## src/rtl/dac_sample_sched_pkg.sv

```systemverilog
// Shared definitions for the DAC sample scheduler: FSM encoding and mid-scale code.
package dac_sample_sched_pkg;

  // Scheduler states
  typedef enum logic [1:0] {
    StIdle  = 2'd0,
    StPrime = 2'd1,
    StRun   = 2'd2
  } sched_state_e;

  // Mid-scale code for the default 10-bit DAC
  localparam logic [9:0] MidScale = 10'h200;

  // Mid-scale code (MSB set) for an arbitrary DAC width
  function automatic logic [31:0] mid_scale_code(input int unsigned width);
    return 32'd1 << (width - 1);
  endfunction

endpackage

```

## src/rtl/dac_sample_fifo.sv

```systemverilog
// Sample FIFO for the DAC scheduler. A push to a full FIFO is dropped even when a pop
// happens in the same cycle; pointers wrap modulo DEPTH (power of two).
module dac_sample_fifo #(
  parameter int unsigned DATA_W = 10,
  parameter int unsigned DEPTH  = 8
) (
  input  logic                     clk,
  input  logic                     reset,
  input  logic                     push,
  input  logic [DATA_W-1:0]        push_data,
  input  logic                     pop,
  output logic [DATA_W-1:0]        pop_data,
  output logic                     full,
  output logic                     empty,
  output logic [$clog2(DEPTH):0]   level
);

  localparam int unsigned PtrW = $clog2(DEPTH);
  localparam int unsigned LvlW = PtrW + 1;

  logic [DATA_W-1:0] mem [DEPTH];
  logic [PtrW-1:0]   wr_ptr_q, rd_ptr_q;
  logic [LvlW-1:0]   count_q;
  logic              push_ok, pop_ok;

  assign full     = (count_q == LvlW'(DEPTH));
  assign empty    = (count_q == '0);
  assign level    = count_q;
  assign pop_data = mem[rd_ptr_q];
  assign push_ok  = push & ~full;
  assign pop_ok   = pop & ~empty;

  // Storage write; contents need no reset since count_q gates visibility
  always_ff @(posedge clk) begin
    if (push_ok) begin
      mem[wr_ptr_q] <= push_data;
    end
  end

  // Pointer and occupancy tracking
  always_ff @(posedge clk or posedge reset) begin
    if (reset) begin
      wr_ptr_q <= '0;
      rd_ptr_q <= '0;
      count_q  <= '0;
    end else begin
      if (push_ok) wr_ptr_q <= wr_ptr_q + PtrW'(1);
      if (pop_ok)  rd_ptr_q <= rd_ptr_q + PtrW'(1);
      unique case ({push_ok, pop_ok})
        2'b10:   count_q <= count_q + LvlW'(1);
        2'b01:   count_q <= count_q - LvlW'(1);
        default: count_q <= count_q;
      endcase
    end
  end

endmodule

```

## src/rtl/dac_sample_sched.sv

```systemverilog
// DAC sample scheduler: buffers producer samples and presents them to the DAC at a
// programmable rate, flagging underflow when a sample tick finds the FIFO empty.
module dac_sample_sched
  import dac_sample_sched_pkg::*;
#(
  parameter int unsigned DATA_W = 10,
  parameter int unsigned DEPTH  = 8,
  parameter int unsigned DIV_W  = 16
) (
  input  logic                     clk,
  input  logic                     reset,
  input  logic                     in_valid,
  input  logic [DATA_W-1:0]        in_data,
  output logic                     in_ready,
  input  logic                     enable,
  input  logic [DIV_W-1:0]         rate_div,
  input  logic                     clr_underflow,
  output logic [DATA_W-1:0]        dac_code,
  output logic                     dac_strobe,
  output logic                     underflow,
  output logic [$clog2(DEPTH):0]   level
);

  localparam logic [DATA_W-1:0] MidCode = DATA_W'(mid_scale_code(DATA_W));

  sched_state_e      state_q, state_d;
  logic [DIV_W-1:0]  cnt_q, cnt_d;
  logic [DATA_W-1:0] dac_code_q;
  logic              dac_strobe_q, underflow_q;
  logic              tick, fifo_pop, uf_set;
  logic              fifo_full, fifo_empty;
  logic [DATA_W-1:0] fifo_data;

  dac_sample_fifo #(
    .DATA_W (DATA_W),
    .DEPTH  (DEPTH)
  ) u_fifo (
    .clk       (clk),
    .reset     (reset),
    .push      (in_valid),
    .push_data (in_data),
    .pop       (fifo_pop),
    .pop_data  (fifo_data),
    .full      (fifo_full),
    .empty     (fifo_empty),
    .level     (level)
  );

  assign in_ready   = ~fifo_full;
  assign dac_code   = dac_code_q;
  assign dac_strobe = dac_strobe_q;
  assign underflow  = underflow_q;

  // State and divider registers
  always_ff @(posedge clk or posedge reset) begin
    if (reset) begin
      state_q <= StIdle;
      cnt_q   <= '0;
    end else begin
      state_q <= state_d;
      cnt_q   <= cnt_d;
    end
  end

  // Next-state and divider update
  always_comb begin
    state_d = state_q;
    cnt_d   = cnt_q;
    unique case (state_q)
      StIdle: begin
        if (enable) state_d = StPrime;
      end
      StPrime: begin
        if (!enable) begin
          state_d = StIdle;
        end else if (!fifo_empty) begin
          state_d = StRun;
          cnt_d   = '0;  // first pop lands in the first RUN cycle
        end
      end
      StRun: begin
        if (!enable) begin
          state_d = StIdle;
        end else if (cnt_q == '0) begin
          cnt_d = rate_div;
          if (fifo_empty) state_d = StPrime;
        end else begin
          cnt_d = cnt_q - DIV_W'(1);
        end
      end
      default: state_d = StIdle;
    endcase
  end

  // Tick decode: pop on a populated tick, flag underflow on an empty one
  always_comb begin
    tick     = (state_q == StRun) && enable && (cnt_q == '0);
    fifo_pop = tick & ~fifo_empty;
    uf_set   = tick & fifo_empty;
  end

  // DAC output register, strobe and sticky underflow
  always_ff @(posedge clk or posedge reset) begin
    if (reset) begin
      dac_code_q   <= MidCode;
      dac_strobe_q <= 1'b0;
      underflow_q  <= 1'b0;
    end else begin
      dac_strobe_q <= fifo_pop;
      if (fifo_pop) dac_code_q <= fifo_data;
      if (uf_set) begin
        underflow_q <= 1'b1;
      end else if (clr_underflow) begin
        underflow_q <= 1'b0;
      end
    end
  end

endmodule
```

## config.mk

```make
export PLATFORM = sky130hd
export DESIGN_NAME = dac_sample_sched
export DESIGN_NICKNAME = d
export VERILOG_FILES = /design/src/rtl/dac_sample_sched_pkg.sv /design/src/rtl/dac_sample_fifo.sv /design/src/rtl/dac_sample_sched.sv
export SDC_FILE = /design/constraint.sdc
export NUM_CORES = 1
export LEC_CHECK = 0
export ABC_CLOCK_PERIOD_IN_PS = 7900
export CAP_MARGIN = 5
export CELL_PAD_IN_SITES_DETAIL_PLACEMENT = 1
export CELL_PAD_IN_SITES_GLOBAL_PLACEMENT = 1
export CORE_MARGIN = 1
export CORE_UTILIZATION = 52
export DETAILED_ROUTE_END_ITERATION = 12
export PLACE_DENSITY = 0.84
export SLEW_MARGIN = 15
export SYNTH_ARGS = -nofsm -noshare
export SYNTH_HDL_FRONTEND = slang
export SYNTH_SLANG_ARGS = --single-unit
export TNS_END_PERCENT = 30
```

## constraint.sdc

```tcl
create_clock -name clk -period 7.9 [get_ports clk]
set_input_delay 1.185 -clock clk [delete_from_list [all_inputs] [get_ports clk]]
set_output_delay 1.185 -clock clk [all_outputs]
set_load 0.01 [all_outputs]
```

==> reports/metrics.yaml, run 1 <==
final_core_util: 0.657
cts_buffers: 17
dp_hpwl_um: 7670
setup_tns_ps: 0
drc: 0
synthCells: 343
ioPinCount: 48
internal_power_mw: 1.65
drv_cap: 0
max_freq_mhz: 266
r2r_setup_slack_ps: 4140
timing.final.crit_share: 0.476
power_leakage_nw: 2.28
yosysWarnings: 0
power_density_nw_per_um2: 405
netlist.area_leader.share: 0.461
synthesis.area_um2: 5210
p_sw_frac: 0.362
ys_types: 54
hp-class: "flip-flop to flip-flop"
ctsResizeCount: 0
vias_per_cell: 5.92
vdd_drop_max_v: 0.000297
syn_to_final_growth_pct: 22.6
switching_power_mw: 0.936
clkPwrFrac: 0.269
post-synth-top-count-cell: "edfxtp_1"
ant_nets: 0
num_rows: 36
path_class: "flip-flop to flip-flop"
synth_ff_type: "edfxtp_1"
grt_usage: 0.270
ys_ff_latch: 120
grt_pass1_wl_um: 19600
cts-htree-levels: 4
synth_top_cell_by_area: "edfxtp_1"
vias: 3228
antenna_cells: 0
critPathLaunchType: "flip-flop"
clk_path_buf_depth: 2
final_net_count: 437
status: "finished clean"
clock_skew_ps: 5.82
cts_tree: "done"
start_util: 0.536
ys_seq_area_frac: 0.653
grt_max_degree: 41
synth_edf_count: 80
combPwrFrac: 0.357
period_needed_ps: 3760
die-width_um: 102
io_buffers: 47
die_area_um2: 10400
avgSynthCellArea_um2: 15.2
routedWlPerCell_um: 22.7
synth_nets: 380
slew_headroom: 0.295
routed_wl_um: 12400
maxSlewViolCount: 0
async_flop_share: 0.333
dr.pass1.iters: 4
rsz0062_at_grt: "false"
die_h_um: 102
overflow: 0
drt_iter0_markers: 134
cp.required_ps: 8300
antenna_found_initial: 0
hold_buffers: 0
finalWeightedCongestion: 0.834
cp-end-kind: "flip-flop"
seq_power_share: 0.373
worstPathArrival_ps: 4160
worstMarginPinSlew_ps: 1050
setup_violations: 0
cts_num_sinks: 120
ys_top_cells_by_count: "edfxtp_1, dfrtp_1, nor2_1, mux4_2, o21ai_0"
path_clk_slew_ps: 60
grt_pass1_vias: 3537
clock-root-buffer: "clkbuf_8"
core_area_um2: 9730
post_route_cells_drive_above_1_share: 0.214
crit_path_max_fanout: 26
synth_area_leaders: "edfxtp_1, dfrtp_1, mux4_2"
finalHoldViolations: 0
cts_setup_buffers: 0
fillerInstances: 915
worstSkewPairLatency_ps: 530
-- layout make-up --
cell class	count	area, um2	area share
Multi-Input combinational cell	199	1720	0.269
Sequential cell	120	3400	0.533
Clock buffer	17	414	0.0648
Tap cell	133	166	0.0260
Timing Repair Buffer	55	531	0.0830
Clock inverter	14	126	0.0198
Inverter	7	26.3	0.00411
-- power groups by stage --
stage / registers (mW) / clock network (mW) / logic [mW]
2_1_floorplan: 0.926 / 0 / 0.645
3_3_place_gp: 0.960 / 0 / 0.858
3_5_place_dp: 0.976 / 0 / 0.907
4_1_cts: 0.967 / 0.708 / 0.934
5_1_grt: 0.985 / 0.732 / 1.01
6_report: 0.966 / 0.697 / 0.925
-- placed cells by master, fill, tap and decap left out, types with 4 or more instances in the layout --
cell	n
edfxtp_1	80
clkdlybuf4s50_1	47
dfrtp_1	39
nor2_1	25
mux4_2	20
o21ai_0	19
nand2_1	16
clkbuf_16	16
a21oi_1	13
mux2i_1	10
xor2_1	9
a21oi_2	9
buf_4	8
nor3_1	7
inv_1	6
ha_1	6
nand3_1	5
xnor2_1	5
or4_1	4
clkinv_4	4
clkinvlp_4	4
-- path summary, 6_finish.rpt --
kind | start | to | depth (start not counted)
setup / recovery | cnt_q[0] | u_fifo.level[2] | 13
hold / removal | dac_code[9] | dac_code[9] | 2
setup reg to reg | cnt_q[0] | u_fifo.level[2] | 13
hold reg to reg | dac_code[9] | dac_code[9] | 2
max in group asynchronous | reset | cnt_q[0] | 3
min in group asynchronous | reset | dac_code[3] | 3
-- per-stage QoR --
step	instances	worst slack (ps)	hold slack, ps	power, mW	area (um2)
final	545	4140	505	2.59	6390
after global routing	545	3900	523	2.72	6390
after CTS	545	4120	512	2.61	6390
after detailed placement	514	3890	498	1.88	5850
after global placement	514	4090	497	1.82	5850
after floorplan	343	4800	490	1.57	5210
-- worst max-delay path: stages, from the launching register on --
cell and delay [ps]:
dfrtp_1 420, inv_1 100, ha_1 220, or4b_1 650
nor4_4 460, and3_1 250, buf_4 320, ha_1 340
xor2_1 110, ha_1 190, a21oi_1 170, xor2_1 180
nor2_1 70, xor2_1 150
-- metal layers --
| layer | GRT usage | wire length [um] |
|---|---|---|
| met5 | 0 | 0 |
| met4 | 0.111 | 282 |
| met3 | 0.0752 | 763 |
| met2 | 0.454 | 6440 |
| met1 | 0.330 | 4870 |
-- state kept, by name, indices dropped and copies added (netlist names) --
| signal | count |
|---|---|
| dac_strobe | 1 |
| u_fifo.mem | 80 |
| cnt_q | 16 |
| underflow | 1 |
| u_fifo.level | 4 |
| u_fifo.wr_ptr_q | 3 |
| state_q | 2 |
| dac_code | 10 |
| u_fifo.rd_ptr_q | 3 |
-- logic make-up after synthesis --
group | count (synthesis) | synth area share
flops | 120 | 0.653
simple gates | 87 | 0.0999
compound gates | 59 | 0.0732
mux | 33 | 0.112
buf+inv | 24 | 0.0235
xor+xnor | 14 | 0.0235
fa+ha+maj | 6 | 0.0144
Note: power is estimated with default switching activity, not from simulation.
==> run 2: changes to the inputs <==
- ABC_CLOCK_PERIOD_IN_PS: 7900 -> 3650
- CORE_UTILIZATION: 52 -> 48
- PLACE_DENSITY: 0.84 -> 0.78
- clock period: 7.9 -> 3.65 ns (I/O delays scaled with it)
==> run 2 against run 1 <==
Utilization is 3.6 points lower. Largest power group unchanged. Worst hold slack worse by 49 ps. Critical endpoint unchanged. Sequential share of layout area is 0.60 points lower. Fmax is 12% higher. Global-route usage is 2.7 points lower. Worst setup slack worse by 3900 ps. Power is 120% higher. Non-clock buffer count is 3 higher. Sequential cell count stayed put.
==> reports/metrics.yaml, run 2 (same netlist as run 1, synthesis figures left out) <==
critPathSlowestCell: "or4b_1"  # unchanged
grt_max_degree: 41  # unchanged
placed_area_um2: 5860  # was 5850 um2
crit_start: "cnt_q[0]"  # unchanged
hold_buffers: 0  # unchanged
max_freq_mhz: 298  # was 266 MHz
r2r_setup_slack_ps: 290  # was 4140 ps
worstReg2RegEnd: "u_fifo.level[2]"  # unchanged
clock-root-buffer: "clkbuf_8"  # unchanged
final_core_util: 0.620  # was 0.657
crit_chain: "inv_1, ha_1, or4b_1, nor4_4, and3_1, ha_1, xor2_1, ha_1, a21oi_1, xor2_1, nor2_1, xor2_1"  # was inv_1, ha_1, or4b_1, nor4_4, and3_1, buf_4, ha_1, xor2_1, ha_1, a21oi_1, xor2_1, nor2_1, xor2_1
finalHoldViolations: 0  # unchanged
post_route_cells_drive_above_1_share: 0.224  # was 0.214
cp.required_ps: 4080  # was 8300 ps
maxSlewViolCount: 0  # unchanged
die_area_um2: 11300  # was 10,400 um2
start_util: 0.500  # was 0.536
drc: 0  # unchanged
largest_reg_flops: 80  # unchanged
antenna_cells: 0  # unchanged
vias: 3223  # was 3,228
finalWeightedCongestion: 0.793  # was 0.834
drt_iter0_markers: 210  # was 134
final_cell_mix: "edfxtp_1, clkdlybuf4s50_1, dfrtp_1"  # unchanged
clock_skew_ps: 9.91  # was 5.82 ps
crit_path_max_fanout: 6  # was 26
dp_cells: 520  # was 514
worstSkewPairLatency_ps: 530  # about the same
slew_headroom: 0.332  # was 0.295
cp-end-kind: "flip-flop"  # unchanged
ctsResizeCount: 0  # unchanged
routedWlPerCell_um: 22.3  # was 22.7 um
dr.pass1.iters: 4  # unchanged
setup_tns_ps: 0  # unchanged
dp_hpwl_um: 7540  # was 7670 um
core_area_um2: 10400  # was 9730 um2
setup_ws_ps: 290  # was 4140 ps
final_cell_area_um2: 6460  # was 6390 um2
overflow: 0  # unchanged
regMostFlops: "u_fifo.mem"  # unchanged
final_net_count: 440  # was 437
num_rows: 37  # was 36
fillerInstances: 974  # was 915
critPathCapture: "u_fifo.level[2]"  # unchanged
drv_cap: 0  # unchanged
cts_num_sinks: 120  # unchanged
path_class: "flip-flop to flip-flop"  # unchanged
routed_wl_um: 12300  # was 12,400 um
antenna_found_initial: 0  # unchanged
io_buffers: 47  # unchanged
hp-class: "primary input to asynchronous set/reset pin"  # was flip-flop to flip-flop
power_density_nw_per_um2: 893  # was 405 nW/um2
ioPinCount: 48  # unchanged
die-width_um: 106  # was 102 um
setup_violations: 0  # unchanged
path_clk_slew_ps: 60  # about the same
worstMarginPinSlew_ps: 1000  # was 1050 ps
critPathLaunchType: "flip-flop"  # unchanged
cts_tree: "done"  # unchanged
fin_hold_ws_ps: 456  # was 505 ps
power_leakage_nw: 2.34  # was 2.28 nW
preCtsSetupSlack_ps: 346  # was 3890 ps
worstPathArrival_ps: 3800  # was 4160 ps
final_common_cell: "edfxtp_1"  # unchanged
vias_per_cell: 5.84  # was 5.92
vdd_drop_max_v: 0.000442  # was 0.000297 V
p_total_mw: 5.77  # was 2.59 mW
ff2ff_path_depth: 12  # was 13
grt_pass1_wl_um: 19500  # was 19,600 um
timing.final.crit_share: 0.921  # was 0.476
die_h_um: 106  # was 102 um
period_needed_ps: 3360  # was 3760 ps
syn_to_final_growth_pct: 24.0  # was 22.6%
clk_path_buf_depth: 2  # unchanged
grt_pass1_vias: 3539  # was 3,537
cts_buffers: 17  # unchanged
status: "finished clean"  # unchanged
reg2reg_from: "cnt_q[0]"  # unchanged
cts_setup_buffers: 0  # unchanged
slowest_delay_ps: 650  # about the same
rsz0062_at_grt: "false"  # unchanged
cts-htree-levels: 4  # unchanged
grt_usage: 0.243  # was 0.270
ant_nets: 0  # unchanged
final_cells: 552  # was 545
[run 2: cell count changes in the layout (fill, tap and decap cells not counted), sizes merged]
cell,change
clkinvlp,-4
bufinv,+2
inv,+5
clkinv,-2
buf,+3
[run 2: worst min-delay path by stage]
stage,endpoint,from,cells past startpoint,slack (ps)
after global routing,dac_strobe,reset,3,510
after global placement,dac_code[9],dac_code[9],2,490
after detailed placement,dac_code[9],dac_code[9],2,500
final,dac_code[7],reset,3,460
after CTS,cnt_q[7],reset,3,480
after floorplan,cnt_q[4],cnt_q[4],2,490
[run 2: report_power, final]
group	total (mW)	switching [mW]	internal, mW
combinational	1.97	1.07	0.896
clock	1.71	0.655	1.06
sequential	2.09	0.308	1.78
total	5.77	2.04	3.73
[run 2: cell type report]
| type | instances | area, um2 | area share |
|---|---|---|---|
| clock buffers | 17 | 414 | 0.0641 |
| clock inverters | 15 | 190 | 0.0294 |
| inverters | 7 | 26.3 | 0.00407 |
| multi-input cells | 199 | 1700 | 0.264 |
| flip-flops and latches | 120 | 3400 | 0.527 |
| well taps | 136 | 170 | 0.0263 |
| repair buffers | 58 | 553 | 0.0856 |
[run 2: per-layer routing]
| metal | track usage | routed length, um | vias to the layer above | part of all wire |
|---|---|---|---|---|
| met5 | 0 | 0 | - | 0 |
| met4 | 0.100 | 127 | 0 | 0.010 |
| met3 | 0.0607 | 625 | 10 | 0.051 |
| met2 | 0.410 | 6490 | 94 | 0.53 |
| met1 | 0.299 | 5080 | 1675 | 0.41 |
| li1 | - | - | 1444 | - |
[run 2: critical path: cells and delay by family (launching register included)]
kind / cells / cell delay [ps]
adder cells (fa/ha/maj): 3 / 710
flip-flops: 1 / 410
buffers and inverters: 1 / 90
AO/OA/AOI/OAI: 1 / 60
AND/OR/NAND/NOR: 4 / 1430
XOR/XNOR: 3 / 560
